--- config.mk ---
export PLATFORM = sky130hd
export DESIGN_NAME = mem_port_arbiter
export DESIGN_NICKNAME = d
export VERILOG_FILES = /design/src/rtl/mem_port_arbiter.sv
export SDC_FILE = /design/constraint.sdc
export NUM_CORES = 1
export LEC_CHECK = 0
export CORE_MARGIN = 2
export CORE_UTILIZATION = 25
export CTS_BUF_LIST = sky130_fd_sc_hd__clkbuf_2
export CTS_CLUSTER_SIZE = 28
export DETAILED_ROUTE_END_ITERATION = 10
export PLACE_DENSITY = 0.62
export REMOVE_ABC_BUFFERS = 1
export SLEW_MARGIN = 20
export SYNTH_ARGS = -nofsm -noshare
export SYNTH_HDL_FRONTEND = slang
export SYNTH_SLANG_ARGS = --single-unit
--- constraint.sdc ---
create_clock -name clk -period 6.05 [get_ports clk]
set_clock_uncertainty 0.2 [all_clocks]
set_input_delay 1.21 -clock clk [delete_from_list [all_inputs] [get_ports clk]]
set_output_delay 1.21 -clock clk [all_outputs]
set_load 0.01 [all_outputs]
--- src/rtl/mem_port_arbiter.sv ---
`default_nettype none
// ============================================================================
// Module   : mem_port_arbiter
// Brief    : Shares one 32-bit RAM port between fetch (IF) and load/store (MEM).
//            Optional ack timeout with sticky err: define MEM_ARB_TIMEOUT_EN.
// Revision : 1.0
// ============================================================================
module mem_port_arbiter #(
    parameter int STARVE_LIMIT = 4
`ifdef MEM_ARB_TIMEOUT_EN
    ,
    parameter int TIMEOUT = 255
`endif
) (
    input  logic        clk,
    input  logic        rst,
    input  logic        if_req_i,
    input  logic [31:0] if_addr_i,
    input  logic        if_flush_i,
    output logic [31:0] if_rdata_o,
    output logic        if_ready_o,
    input  logic        mem_req_i,
    input  logic        mem_we_i,
    input  logic [3:0]  mem_sel_i,
    input  logic [31:0] mem_addr_i,
    input  logic [31:0] mem_wdata_i,
    output logic [31:0] mem_rdata_o,
    output logic        mem_ready_o,
    output logic        ram_ce_o,
    output logic        ram_we_o,
    output logic [3:0]  ram_sel_o,
    output logic [31:0] ram_addr_o,
    output logic [31:0] ram_wdata_o,
    input  logic [31:0] ram_data_i,
    input  logic        ram_ack_i,
    output logic        stall_if_o,
    output logic        stall_mem_o,
    output logic        err_o
);

    localparam logic [1:0] S_IDLE     = 2'd0;
    localparam logic [1:0] S_IF_BUSY  = 2'd1;
    localparam logic [1:0] S_MEM_BUSY = 2'd2;

    localparam int            SW           = $clog2(STARVE_LIMIT + 1);
    localparam logic [SW-1:0] C_STARVE_MAX = SW'(STARVE_LIMIT);

    logic [1:0]    state_q, state_d;
    logic [SW-1:0] starve_q, starve_d;
    logic          discard_q, discard_d;

    logic          ram_ce_q, ram_we_q;
    logic [3:0]    ram_sel_q;
    logic [31:0]   ram_addr_q, ram_wdata_q;
    logic [31:0]   if_rdata_q, mem_rdata_q;
    logic          if_ready_q, mem_ready_q;

    logic          w_starved, w_grant_if, w_grant_mem, w_done, w_timeout;
    logic [31:0]   w_rdata;

`ifdef MEM_ARB_TIMEOUT_EN
    localparam int TW = $clog2(TIMEOUT + 1);
    logic [TW-1:0] tmo_q, tmo_d;
    logic          err_q;

    assign w_timeout = (state_q != S_IDLE) && !ram_ack_i && (tmo_q == TW'(TIMEOUT - 1));
    assign tmo_d     = ((state_q == S_IDLE) || w_done) ? '0 : tmo_q + TW'(1);

    always_ff @(posedge clk or posedge rst) begin
        if (rst) begin
            tmo_q <= '0;
            err_q <= 1'b0;
        end else begin
            tmo_q <= tmo_d;
            err_q <= err_q | w_timeout;
        end
    end

    assign err_o = err_q;
`else
    assign w_timeout = 1'b0;
    assign err_o     = 1'b0;
`endif

    always_ff @(posedge clk or posedge rst) begin
        if (rst) begin
            state_q <= S_IDLE;
        end else begin
            state_q <= state_d;
        end
    end

    always_comb begin
        state_d = state_q;
        case (state_q)
            S_IDLE: begin
                if (w_grant_mem) begin
                    state_d = S_MEM_BUSY;
                end else if (w_grant_if) begin
                    state_d = S_IF_BUSY;
                end
            end
            S_IF_BUSY, S_MEM_BUSY: begin
                if (w_done) begin
                    state_d = S_IDLE;
                end
            end
            default: state_d = S_IDLE;
        endcase
    end

    // MEM wins ties (older instruction) unless IF has been passed over STARVE_LIMIT times.
    always_comb begin
        w_starved   = if_req_i && (starve_q == C_STARVE_MAX);
        w_grant_if  = (state_q == S_IDLE) && if_req_i && (!mem_req_i || w_starved);
        w_grant_mem = (state_q == S_IDLE) && mem_req_i && !w_grant_if;
        w_done      = (state_q != S_IDLE) && (ram_ack_i || w_timeout);
        w_rdata     = w_timeout ? 32'h0 : ram_data_i;

        starve_d = starve_q;
        if (state_q == S_IDLE) begin
            if (w_grant_if || !if_req_i) begin
                starve_d = '0;
            end else if (w_grant_mem && !w_starved) begin
                starve_d = starve_q + SW'(1);
            end
        end

        discard_d = discard_q;
        if (w_done) begin
            discard_d = 1'b0;
        end else if (if_flush_i && (w_grant_if || (state_q == S_IF_BUSY))) begin
            discard_d = 1'b1;
        end
    end

    always_ff @(posedge clk or posedge rst) begin
        if (rst) begin
            starve_q    <= '0;
            discard_q   <= 1'b0;
            ram_ce_q    <= 1'b0;
            ram_we_q    <= 1'b0;
            ram_sel_q   <= 4'h0;
            ram_addr_q  <= 32'h0;
            ram_wdata_q <= 32'h0;
            if_rdata_q  <= 32'h0;
            mem_rdata_q <= 32'h0;
            if_ready_q  <= 1'b0;
            mem_ready_q <= 1'b0;
        end else begin
            starve_q    <= starve_d;
            discard_q   <= discard_d;
            if_ready_q  <= 1'b0;
            mem_ready_q <= 1'b0;

            if (w_grant_if) begin
                ram_ce_q    <= 1'b1;
                ram_we_q    <= 1'b0;
                ram_sel_q   <= 4'hF;
                ram_addr_q  <= if_addr_i;
                ram_wdata_q <= 32'h0;
            end else if (w_grant_mem) begin
                ram_ce_q    <= 1'b1;
                ram_we_q    <= mem_we_i;
                ram_sel_q   <= mem_sel_i;
                ram_addr_q  <= mem_addr_i;
                ram_wdata_q <= mem_wdata_i;
            end else if (w_done) begin
                ram_ce_q <= 1'b0;
            end

            // A flush arriving on the completion edge still suppresses the result.
            if (w_done) begin
                if (state_q == S_IF_BUSY) begin
                    if_rdata_q <= w_rdata;
                    if_ready_q <= !(discard_q || if_flush_i);
                end else begin
                    mem_rdata_q <= w_rdata;
                    mem_ready_q <= 1'b1;
                end
            end
        end
    end

    assign ram_ce_o    = ram_ce_q;
    assign ram_we_o    = ram_we_q;
    assign ram_sel_o   = ram_sel_q;
    assign ram_addr_o  = ram_addr_q;
    assign ram_wdata_o = ram_wdata_q;
    assign if_rdata_o  = if_rdata_q;
    assign if_ready_o  = if_ready_q;
    assign mem_rdata_o = mem_rdata_q;
    assign mem_ready_o = mem_ready_q;
    assign stall_if_o  = if_req_i & ~if_ready_q;
    assign stall_mem_o = mem_req_i & ~mem_ready_q;

endmodule
`default_nettype wire

# Yosys cells after proc, flatten, opt, wreduce, memory -nomap -nowiden
# Index checks and enable logic that the tools add are counted.
[op_classes]
n_addsub = 1
multipliers = 0
div = 0
n_lt_le_gt_ge = 0
n_eq_ne = 5
shift = 0
mux = 23
n_bitwise = 5
reduce_logical = 28
[ops]
columns = ["cell", "n"]
rows = [
  ["2-to-1 mux 32 bit", 4],
  ["2-to-1 mux 1 bit", 11],
  ["logical AND 1 bit", 8],
  ["2-to-1 mux 4 bit", 2],
  ["AND reduction 2 bit", 4],
  ["nonzero test 2 bit", 4],
  ["2-to-1 mux 2 bit", 3],
  ["2-to-1 mux 3 bit", 2],
  ["logical NOT 1 bit", 5],
  ["logical OR 1 bit", 4],
  ["one-hot mux 2 bit (2 select lines)", 1],
  ["adder 3 x 1 -> 3 bit (second input constant)", 1],
  ["== test 3 bit (second input constant)", 1],
  ["inequality test 3 bit (second input constant)", 1],
  ["inverter 1 bit", 3],
  ["nonzero test 3 bit", 1],
  ["AND 1 bit", 2],
  ["== test 2 x 1 -> 1 bit (second input constant)", 1],
  ["== test 2 bit (second input constant)", 1],
  ["logical NOT 2 bit", 1],
  ["inequality test 2 bit (second input constant)", 1],
  ["OR reduction 2 bit", 1],
]
[word_totals]
reg_bits = 142
latchBits = 0
mem_bits_rw = 0
mem_bits_ro = 0
in_bits = 139
mem_count = 0

# Longest topological paths before layout
# Gate-level depths: netlist of run 1.
[logic_depth]
ltp_word = 9
depth_mapped = 9
mapped_depth_nobuf = 6

# Worst setup path before layout of run 1
# Ideal clock, no wire load.
[synth_timing]
path_kind = "input -> output"
start = "input port if_req_i"
end = "output port stall_if_o"
arrival_ps = 1407
setup_slack_ps = 3233
cell_stages = 1
path_buffers = 0
cell_sequence = "nor2b_1"
[synth_via]
elab_chain_len = 1
[synth_rtl]
columns = ["item", "line", "text"]
rows = [
  ["start, declared", "17", "input logic if_req_i,"],
  ["AND 1 bit", "194", "assign stall_if_o = if_req_i & ~if_ready_q;"],
  ["end, declared", "36", "output logic stall_if_o,"],
]
# Every way passes these cells.

# Final worst setup path of run 1
[layout_timing]
start = "input port mem_req_i"
end = "output port stall_mem_o"
[layout_via]
elab_chain_len = 1
[layout_rtl]
columns = ["item", "line", "text"]
rows = [
  ["start, declared", "22", "input logic mem_req_i,"],
  ["AND 1 bit", "195", "assign stall_mem_o = mem_req_i & ~mem_ready_q;"],
  ["end, declared", "37", "output logic stall_mem_o,"],
]
# Every way passes these cells.

==> results of run 1 <==
==> where the power goes <==
group,leakage (nW),switching (W),total [W],internal (W)
Clock,0.165,0.000371,0.000650,0.000278
Sequential,1.73,0.000238,0.00165,0.00141
Combinational,1.90,0.000904,0.00222,0.00131
==> through the flow <==
stage / instances / hold WS, ns
2_1_floorplan: 382 / 0.2082
3_3_place_gp: 944 / 0.2143
3_5_place_dp: 944 / 0.2334
4_1_cts: 975 / 0.2611
5_1_grt: 977 / 0.3016
6_report: 977 / 0.2616
==> cells by family (layout without fill, tap and decap cells) <==
kind of cell | count (synthesis) | count (layout)
flops | 142 | 142
simple gates | 82 | 82
compound gates | 80 | 80
mux | 66 | 66
buf+inv | 37 | 321
fa+ha+maj | 4 | 4
other cells | 1 | 2
==> cell usage in the layout, fill, tap and decap left out, types with 5 or more instances in the layout <==
cell / count
nor2_1: 32
nand2_1: 38
a22o_1: 33
a221o_1: 32
clkbuf_2: 19
dfrtp_1: 142
buf_4: 5
mux2_2: 64
inv_1: 6
clkdlybuf4s50_1: 276
==> layer usage <==
layer	track usage	up-vias	part of all wire	routed length, um
li1	-	2029	-	-
met3	0.04481	13	0.067	1077
met2	0.2186	155	0.48	7670
met4	0.04500	0	0.016	257
met5	0	-	0	0
met1	0.1739	2154	0.44	7134
==> area by class of cell <==
class,instances,area [um^2],share of cell area
clock inverters,12,185.2,0.02073
diodes,1,2.502,0.0002802
flip-flops and latches,142,3553,0.3978
clock buffers,19,95.09,0.01065
inverters,7,31.28,0.003502
well taps,280,350.3,0.03922
multi-input cells,233,1867,0.2090
repair buffers,283,2848,0.3188
==> how the worst max path moves through the flow <==
stage | from | endpoint | slack (ns) | cells past startpoint
after detailed placement | mem_req_i | stall_mem_o | 1.99 | 3
after global placement | mem_req_i | stall_mem_o | 2.02 | 3
after global routing | mem_req_i | stall_mem_o | 1.91 | 3
after CTS | mem_req_i | stall_mem_o | 1.99 | 3
after floorplan | rst | discard_q$_DFFE_PP0P_ | 0.83 | 1
final | mem_req_i | stall_mem_o | 1.97 | 3
==> flip-flops by register name, summed over array words and instances, names as in the netlist <==
register and flops:
if_rdata_o 32, mem_rdata_o 32, ram_addr_o 32, ram_wdata_o 32, ram_sel_o 4, starve_q 3
state_q 2, discard_q 1, if_ready_o 1, mem_ready_o 1, ram_ce_o 1, ram_we_o 1
==> results.tsv, run 1 <==
stage	metric	value	unit
global_route	largest net degree at the start of global routing	87	
route	final wirelength	16.14	mm
route	Initial DRT Pass Iterations	4	
logic_synthesis	top_reg_cell synth	dfrtp_1	
hold_path	Hold EP	if_ready_o$_DFF_PP0_	
timing	Max Clock Freq	0.2454	GHz
timing	setup TNS	0	ns
setup_path	critical path's top delay family	buffers and inverters	
cells_and_area	Nets	827	
placement	placed cell areas	8622	um^2
clock_tree	CTS clk-pin slew, worst paths	0.21	ns
setup_path	max incr delay on CP	0.73	ns
timing	period utilization	0.6736	
route	DR iter-0 viols	147	
hold_path	Min-Delay Path Class	reg2reg	
logic_synthesis	top cells by count, synth	dfrtp_1 (142), mux2_2 (64), nand2_1 (38)	
cells_and_area	share of layout cells above drive strength 1	0.1523	
logic_synthesis	FFs w/ async S/R, synth	1.000	
logic_synthesis	sequential fraction of the synthesis area	0.6348	
timing	slack of the critical path	1.975	ns
setup_path	R2R Path End	ram_addr_o[3]$_DFFE_PP0P_	
clock_tree	post-CTS setup buffer count	0	
pwr	Pwr Density	505.4	nW/um^2
timing	min Tclk post-route	4.075	ns
route	number of nets with antenna violations after routing	0	
run_status	status	completed	
setup_path	Reg2Reg Depth	8	
placement	DP HPWL	11.18	mm
die	Rows	54	
die	IO Pins	278	
route	DRC Markers	0	
hold_path	Worst Hold Depth	1	
clock_tree	CTS hold repair buffers	0	
setup_path	Buf/Inv on CP	2	
cells_and_area	design area	8932	um^2
clock_tree	clock root buffer	clkbuf_2	
die	die width	153.6	um
die	Initial Util	0.2557	
logic_synthesis	Compound-Gate Fraction of Synth Area	0.1270	
setup_path	r2r setup slk	3.34	ns
pwr	Leak	3.794	nW
timing	Hold Fails Final Rpt	0	
logic_synthesis	Synth Cell Area	5598	um^2
route	Wirelength per Cell	16.52	um
timing	relative slew slack	0.3084	
pwr	maximum vdd ir drop	202.1	uV
logic_synthesis	Synth Area in Adders	0.008941	
logic_synthesis	Synth area leaders	dfrtp_1 (63%), mux2_2 (13%), a221o_1 (5.7%)	
clock_tree	CTS tree	yes	
logic_synthesis	Syn Area/Cell	13.59	um^2
setup_path	cells along the critical path	clkdlybuf4s50_1 > nor2b_1 > clkdlybuf4s50_1	
global_route	Total GRT Usage	0.1362	
route	vias per cell	4.453	
global_route	first-pass GRT wire length	25.44	mm
die	Die Height	153.6	um
setup_path	most used cell, CP	clkdlybuf4s50_1	
timing	fin. max-slew vios	0	
setup_path	Setup Crit Path Kind	in2out	
setup_path	CP max stage cell	clkdlybuf4s50_1	
clock_tree	Longest Clk Path Bufs	2	
timing	Setup Viol. Count Final	0	
logic_synthesis	largest family of logic cells by synthesized area	multiplexers	
global_route	grt ovf	0	
die	die area	23600	um^2
global_route	vias in the first global route	4559	
placement	PortBufs	276	
pwr	Power Total	0.004514	W
logic_synthesis	post-synth top area share	0.6348	
clock_tree	clk_lat worst skew	0.66	ns
placement	routability cong.	0.7616	
flow_run	Max-cap violations	0	
logic_synthesis	Simple-Gate Fraction of Synth Area	0.05968	
setup_path	Setup crit start kind	input pin	
setup_path	CP endpoint kind	output pin	
logic_synthesis	number of synthesized flops with an enable pin	0	
logic_synthesis	cell type with the largest total area after synthesis	dfrtp_1	
cells_and_area	Area Overhead vs Synth	59.57	%
clock_tree	Num Clock Sinks	142	
clock_tree	H-tree levels	4	
timing	RSZ-0062 raised after global routing	no	
logic_synthesis	Warnings, synthesis	0	
global_route	initial antenna violation count	1	
logic_synthesis	Synth Area in XOR/XNOR	0	
logic_synthesis	Seq cells post-synth	142	
setup_path	FF-to-FF Start	state_q[1]$_DFFE_PP0P_	
logic_synthesis	cells after synthesis	412	
placement	pre-CTS setup slack	1.986	ns
logic_synthesis	post-synthesis mux area share	0.1323	
setup_path	crit path DAT	2.67	ns
cells_and_area	fillcell total	2142	
logic_synthesis	count leader, synth	dfrtp_1	
setup_path	data required time of the worst path	4.64	ns
route	vias after detailed routing	4351	
hold_path	worst min-delay path startpoint	discard_q$_DFFE_PP0P_	
logic_synthesis	Synth cell types	30	
cells_and_area	fin util	0.4080	
die	Core Box Area	21890	um^2
clock_tree	clock buffer count from CTS	17	
setup_path	largest fanout on the critical path	8	
timing	worst slew pin tran	1.035	ns
clock_tree	CTS-repair resized insts	0	
(Power assumes the default switching activity.)
==> run 2: changes to the inputs <==
==> constraint.sdc (replaced) <==
create_clock -name clk -period 4.25 [get_ports clk]
set_clock_uncertainty 0.2 [all_clocks]
set_input_delay 0.85 -clock clk [delete_from_list [all_inputs] [get_ports clk]]
set_output_delay 0.85 -clock clk [all_outputs]
set_load 0.01 [all_outputs]
==> run 2 against run 1 <==
Net effect: die area stayed put; core utilization is 0.080 points lower; sequential share of layout area is 0.078 points higher.
==> results.tsv, run 2 (same netlist as run 1, synthesis figures left out) <==
stage	metric	value	unit	change
route	DRC Markers	0		unchanged
placement	PortBufs	276		unchanged
hold_path	Worst Hold Depth	1		unchanged
timing	Max Clock Freq	0.3002	GHz	
setup_path	most used cell, CP	clkdlybuf4s50_1		
global_route	vias in the first global route	4487		-1.6%
hold_path	Min-Delay Path Class	reg2reg		
flow_run	Max-cap violations	0		unchanged
route	vias after detailed routing	4334		-0.39%
timing	period utilization	0.7837		
clock_tree	post-CTS setup buffer count	0		unchanged
global_route	first-pass GRT wire length	25.25	mm	-0.76%
timing	hold_ws	0.2537	ns	-0.007871 ns
setup_path	crit path DAT	2.28	ns	-0.39 ns
clock_tree	clock root buffer	clkbuf_2		
clock_tree	CTS-repair resized insts	0		unchanged
route	number of nets with antenna violations after routing	0		unchanged
global_route	initial antenna violation count	1		unchanged
die	Core Box Area	21890	um^2	unchanged
placement	DP HPWL	11.34	mm	+1.5%
timing	relative slew slack	0.4044		+0.09601
setup_path	cells along the critical path	clkdlybuf4s50_1 > nor2b_1 > clkdlybuf4s50_1		
timing	Hold Fails Final Rpt	0		unchanged
die	die width	153.6	um	unchanged
timing	setup TNS	0	ns	unchanged
die	Initial Util	0.2557		unchanged
setup_path	largest fanout on the critical path	8		unchanged
timing	Setup Viol. Count Final	0		unchanged
setup_path	Reg2Reg Depth	7		-1
route	Wirelength per Cell	16.48	um	-0.23%
setup_path	Setup Crit Path Kind	in2out		
setup_path	max incr delay on CP	0.71	ns	-0.02 ns
setup_path	worst setup path endpoint	stall_mem_o		
die	Rows	54		unchanged
route	Initial DRT Pass Iterations	4		unchanged
setup_path	CP endpoint kind	output pin		
timing	fin. max-slew vios	0		unchanged
global_route	largest net degree at the start of global routing	66		-24%
die	Die Height	153.6	um	unchanged
clock_tree	clock buffer count from CTS	17		unchanged
die	die area	23600	um^2	unchanged
pwr	Pwr Density	709.1	nW/um^2	+40%
clock_tree	Num Clock Sinks	142		unchanged
setup_path	r2r setup slk	1.67	ns	-1.67 ns
global_route	Total GRT Usage	0.1359		-0.0003641
pwr	Leak	3.789	nW	-0.14%
cells_and_area	commonest non-fill, non-tap cells in the layout	clkdlybuf4s50_1 (276), dfrtp_1 (142), mux2_2 (64)		
global_route	grt ovf	0		unchanged
setup_path	critical path's top delay family	buffers and inverters		
route	DR iter-0 viols	213		+45%
clock_tree	CTS tree	yes		
setup_path	FF-to-FF Start	state_q[1]$_DFFE_PP0P_		
setup_path	R2R Path End	ram_addr_o[24]$_DFFE_PP0P_		
clock_tree	CTS hold repair buffers	0		unchanged
timing	worst slew pin tran	0.8933	ns	-0.1416 ns
clock_tree	Longest Clk Path Bufs	2		unchanged
placement	routability cong.	0.7535		-1.1%
route	vias per cell	4.418		-0.80%
setup_path	Crit. Startpoint	mem_req_i		
clock_tree	clk_lat worst skew	0.67	ns	about the same
cells_and_area	share of layout cells above drive strength 1	0.1557		+0.003415
route	final wirelength	16.17	mm	+0.17%
timing	min Tclk post-route	3.331	ns	
cells_and_area	most common cell after layout, fill and taps aside	clkdlybuf4s50_1		
setup_path	critical path depth in cells	3		unchanged
pwr	maximum vdd ir drop	256.4	uV	+27%
cells_and_area	Nets	830		+0.36%
cells_and_area	Area Overhead vs Synth	59.25	%	
setup_path	CP max stage cell	clkdlybuf4s50_1		
die	IO Pins	278		unchanged
clock_tree	H-tree levels	4		unchanged
timing	RSZ-0062 raised after global routing	no		
setup_path	data required time of the worst path	3.20	ns	-1.44 ns
setup_path	Setup crit start kind	input pin		
run_status	status	completed		
clock_tree	CTS clk-pin slew, worst paths	0.21	ns	about the same
setup_path	Buf/Inv on CP	2		unchanged
run 2: routing by layer:
metal | share of wire | GRT usage
met1 | 0.44 | 0.1746
met2 | 0.49 | 0.2201
met3 | 0.061 | 0.04030
met4 | 0.016 | 0.04456
met5 | 0 | 0
run 2: how the worst min path moves through the flow:
stage                           from                     endpoint
5_1_grt                          rst  mem_rdata_o[22]$_DFFE_PP0P_
3_5_place_dp   discard_q$_DFFE_PP0P_         if_ready_o$_DFF_PP0_
3_3_place_gp   discard_q$_DFFE_PP0P_         if_ready_o$_DFF_PP0_
4_1_cts        discard_q$_DFFE_PP0P_         if_ready_o$_DFF_PP0_
6_report       discard_q$_DFFE_PP0P_         if_ready_o$_DFF_PP0_
2_1_floorplan  discard_q$_DFFE_PP0P_         if_ready_o$_DFF_PP0_
run 2: area by class of cell:
type	instances	area, um^2
diodes	1	2.502
clock buffers	19	95.09
clock inverters	13	140.1
fillers	2116	12980
inverters	7	31.28
multi-input cells	233	1867
flip-flops and latches	142	3553
well taps	280	350.3
repair buffers	286	2875
run 2: power by group:
group / switching (W) / internal (W)
Clock: 0.000526 / 0.000277
Combinational: 0.00128 / 0.00189
Sequential: 0.000345 / 0.00201
run 2: worst register-to-register path: stages (launching register included):
cell	delay (ns)
dfrtp_1	0.42
inv_1	0.09
ha_1	0.44
o21a_1	0.78
buf_4	0.33
nand2_1	0.08
nor2_1	0.08
a221o_1	0.12
run 2: through the flow:
step	cell area [um^2]	total power, W	setup slack, ns	utilization	cells
final	8915	0.006321	0.9192	0.4072	981
after detailed placement	8677	0.005603	0.9147	0.3964	948
after global routing	8915	0.006753	0.8505	0.4072	981
after CTS	8912	0.006443	0.9112	0.4071	980
after floorplan	5419	0.003745	-0.6096	-	382
after global placement	8677	0.005563	0.9406	0.3964	948
==> run 3: changes to the inputs <==
==> constraint.sdc (replaced) <==
create_clock -name clk -period 3.4 [get_ports clk]
set_clock_uncertainty 0.2 [all_clocks]
set_input_delay 0.68 -clock clk [delete_from_list [all_inputs] [get_ports clk]]
set_output_delay 0.68 -clock clk [all_outputs]
set_load 0.01 [all_outputs]
==> run 3 against run 2 <==
Net effect: core utilization up 0.16 points; routed wire length down 1.6%; sequential power is 25% higher; design area grew 0.39%; final cell count stayed put; count of clock-buffer cells in the layout shrank 1; worst hold slack worse by 0.069 ns; non-clock buffer count stayed put; sequential cell count unchanged; critical path type unchanged; largest power group unchanged; highest routed layer unchanged.
==> results.tsv, run 3 (same netlist as run 1, synthesis figures left out) <==
stage	metric	value	unit	change
global_route	initial antenna violation count	1		unchanged
setup_path	CP endpoint kind	output pin		
cells_and_area	Nets	830		unchanged
route	Wirelength per Cell	16.21	um	-1.6%
route	vias after detailed routing	4325		-0.21%
route	DR iter-0 viols	193		-9.4%
die	Initial Util	0.2557		unchanged
pwr	Leak	3.793	nW	+0.10%
die	Rows	54		unchanged
placement	pre-CTS setup slack	0.7060	ns	-0.2088 ns
timing	setup TNS	0	ns	unchanged
timing	min Tclk post-route	2.692	ns	
clock_tree	H-tree levels	4		unchanged
timing	RSZ-0062 raised after global routing	no		
clock_tree	clk_lat worst skew	0.68	ns	about the same
cells_and_area	most common cell after layout, fill and taps aside	clkdlybuf4s50_1		
route	DRC Markers	0		unchanged
clock_tree	CTS hold repair buffers	0		unchanged
route	number of nets with antenna violations after routing	0		unchanged
placement	routability cong.	0.7820		+3.8%
die	Die Height	153.6	um	unchanged
setup_path	crit path DAT	1.81	ns	-0.47 ns
hold_path	Min-Delay Path Class	in2async		
cells_and_area	share of layout cells above drive strength 1	0.1571		+0.001429
pwr	P_int	0.005224	W	+25%
die	Core Box Area	21890	um^2	unchanged
die	die area	23600	um^2	unchanged
timing	worst slew pin tran	0.5356	ns	-0.3577 ns
route	Initial DRT Pass Iterations	4		unchanged
clock_tree	Num Clock Sinks	142		unchanged
timing	period utilization	0.7918		
clock_tree	CTS tree	yes		
clock_tree	CTS clk-pin slew, worst paths	0.23	ns	+0.02 ns
clock_tree	Longest Clk Path Bufs	2		unchanged
global_route	vias in the first global route	4429		-1.3%
setup_path	largest fanout on the critical path	2		-6
clock_tree	CTS-repair resized insts	0		unchanged
pwr	Clock power frac	0.130		+0.003
run_status	status	completed		
route	final wirelength	15.90	mm	-1.6%
clock_tree	clock buffer count from CTS	17		unchanged
clock_tree	post-CTS setup buffer count	0		unchanged
pwr	NetSw	0.002696	W	+25%
placement	DP HPWL	11.09	mm	-2.2%
timing	slack of the critical path	0.7079	ns	-0.2114 ns
global_route	grt ovf	0		unchanged
die	IO Pins	278		unchanged
cells_and_area	Area Overhead vs Synth	59.88	%	
pwr	maximum vdd ir drop	338.9	uV	+32%
pwr	Sw Ratio	0.3404		about the same
placement	PortBufs	276		unchanged
die	die width	153.6	um	unchanged
timing	Hold Fails Final Rpt	0		unchanged
pwr	combinational group share of total power	0.500		about the same
timing	Setup Viol. Count Final	0		unchanged
global_route	largest net degree at the start of global routing	66		unchanged
flow_run	Max-cap violations	0		unchanged
clock_tree	clock root buffer	clkbuf_2		
global_route	first-pass GRT wire length	24.82	mm	-1.7%
timing	fin. max-slew vios	0		unchanged
timing	Max Clock Freq	0.3715	GHz	
global_route	Total GRT Usage	0.1338		-0.002068
setup_path	data required time of the worst path	2.52	ns	-0.68 ns
cells_and_area	commonest non-fill, non-tap cells in the layout	clkdlybuf4s50_1 (276), dfrtp_1 (142), mux2_2 (64)		
pwr	Pwr Density	884.9	nW/um^2	+25%
setup_path	Setup crit start kind	input pin		
pwr	Sequential Power Share	0.370		-0.002
setup_path	Setup Crit Path Kind	in2out		
timing	relative slew slack	0.6429		+0.2385
route	vias per cell	4.409		-0.21%
[run 3: cell types whose count changed in the layout (fill, tap and decap cells not counted), sizes merged]
cell / change
inv: +3
clkbuf: -1
clkinvlp: +2
clkinv: -4
[run 3: per-stage QoR]
step           area [um^2]  std cells    util  hold slack (ns)  total power (W)
6_report              8950        981  0.4088           0.1848         0.007920
5_1_grt               8950        981  0.4088          0.09321         0.008446
4_1_cts               8947        980  0.4087          0.09269         0.008079
3_5_place_dp          8702        948  0.3975           0.2350         0.007009
3_3_place_gp          8702        948  0.3975           0.2402         0.006955
2_1_floorplan         5419        382       -           0.2082         0.004682
[run 3: area by class of cell]
type / count / area (um^2)
tap: 280 / 350.3
clock buffer: 18 / 90.09
timing repair buffer: 286 / 2900
clock inverter: 14 / 155.1
inverter: 7 / 31.28
sequential: 142 / 3553
antenna: 1 / 2.502
multi-input combinational: 233 / 1867
fill: 2165 / 12940
[run 3: routing by layer]
layer	share of wire	up-vias	routed length, um	track usage
met5	0	-	0	0
met4	0.022	0	347	0.05374
met3	0.071	19	1123	0.04397
met2	0.48	166	7660	0.2159
met1	0.43	2091	6770	0.1659
li1	-	2049	-	-
[run 3: worst paths after layout]
path,from,end,slack (ns),cells after the start
worst max-delay path,if_req_i,stall_if_o,0.71,3
max in group asynchronous,rst,ram_wdata_o[21]$_DFFE_PP0P_,2.15,3
worst min register to register,discard_q$_DFFE_PP0P_,if_ready_o$_DFF_PP0_,0.28,1
worst min-delay path,rst,if_rdata_o[3]$_DFFE_PP0P_,0.18,2
worst max register to register,state_q[0]$_DFFE_PP0P_,mem_rdata_o[26]$_DFFE_PP0P_,1.14,6
min in group clk,discard_q$_DFFE_PP0P_,if_ready_o$_DFF_PP0_,0.28,1
[run 3: critical path: stages]
cell and delay [ns]:
clkdlybuf4s50_1 0.47, nor2b_1 0.12, clkdlybuf4s50_1 0.54
[run 3: power groups by stage]
| stage | Combinational (W) | Clock [W] | Sequential, W |
|---|---|---|---|
| after CTS | 0.00405 | 0.00110 | 0.00294 |
| final | 0.00396 | 0.00103 | 0.00293 |
| after global routing | 0.00425 | 0.00115 | 0.00304 |
| after global placement | 0.00400 | 0 | 0.00295 |
| after detailed placement | 0.00404 | 0 | 0.00297 |
| after floorplan | 0.00135 | 0 | 0.00333 |
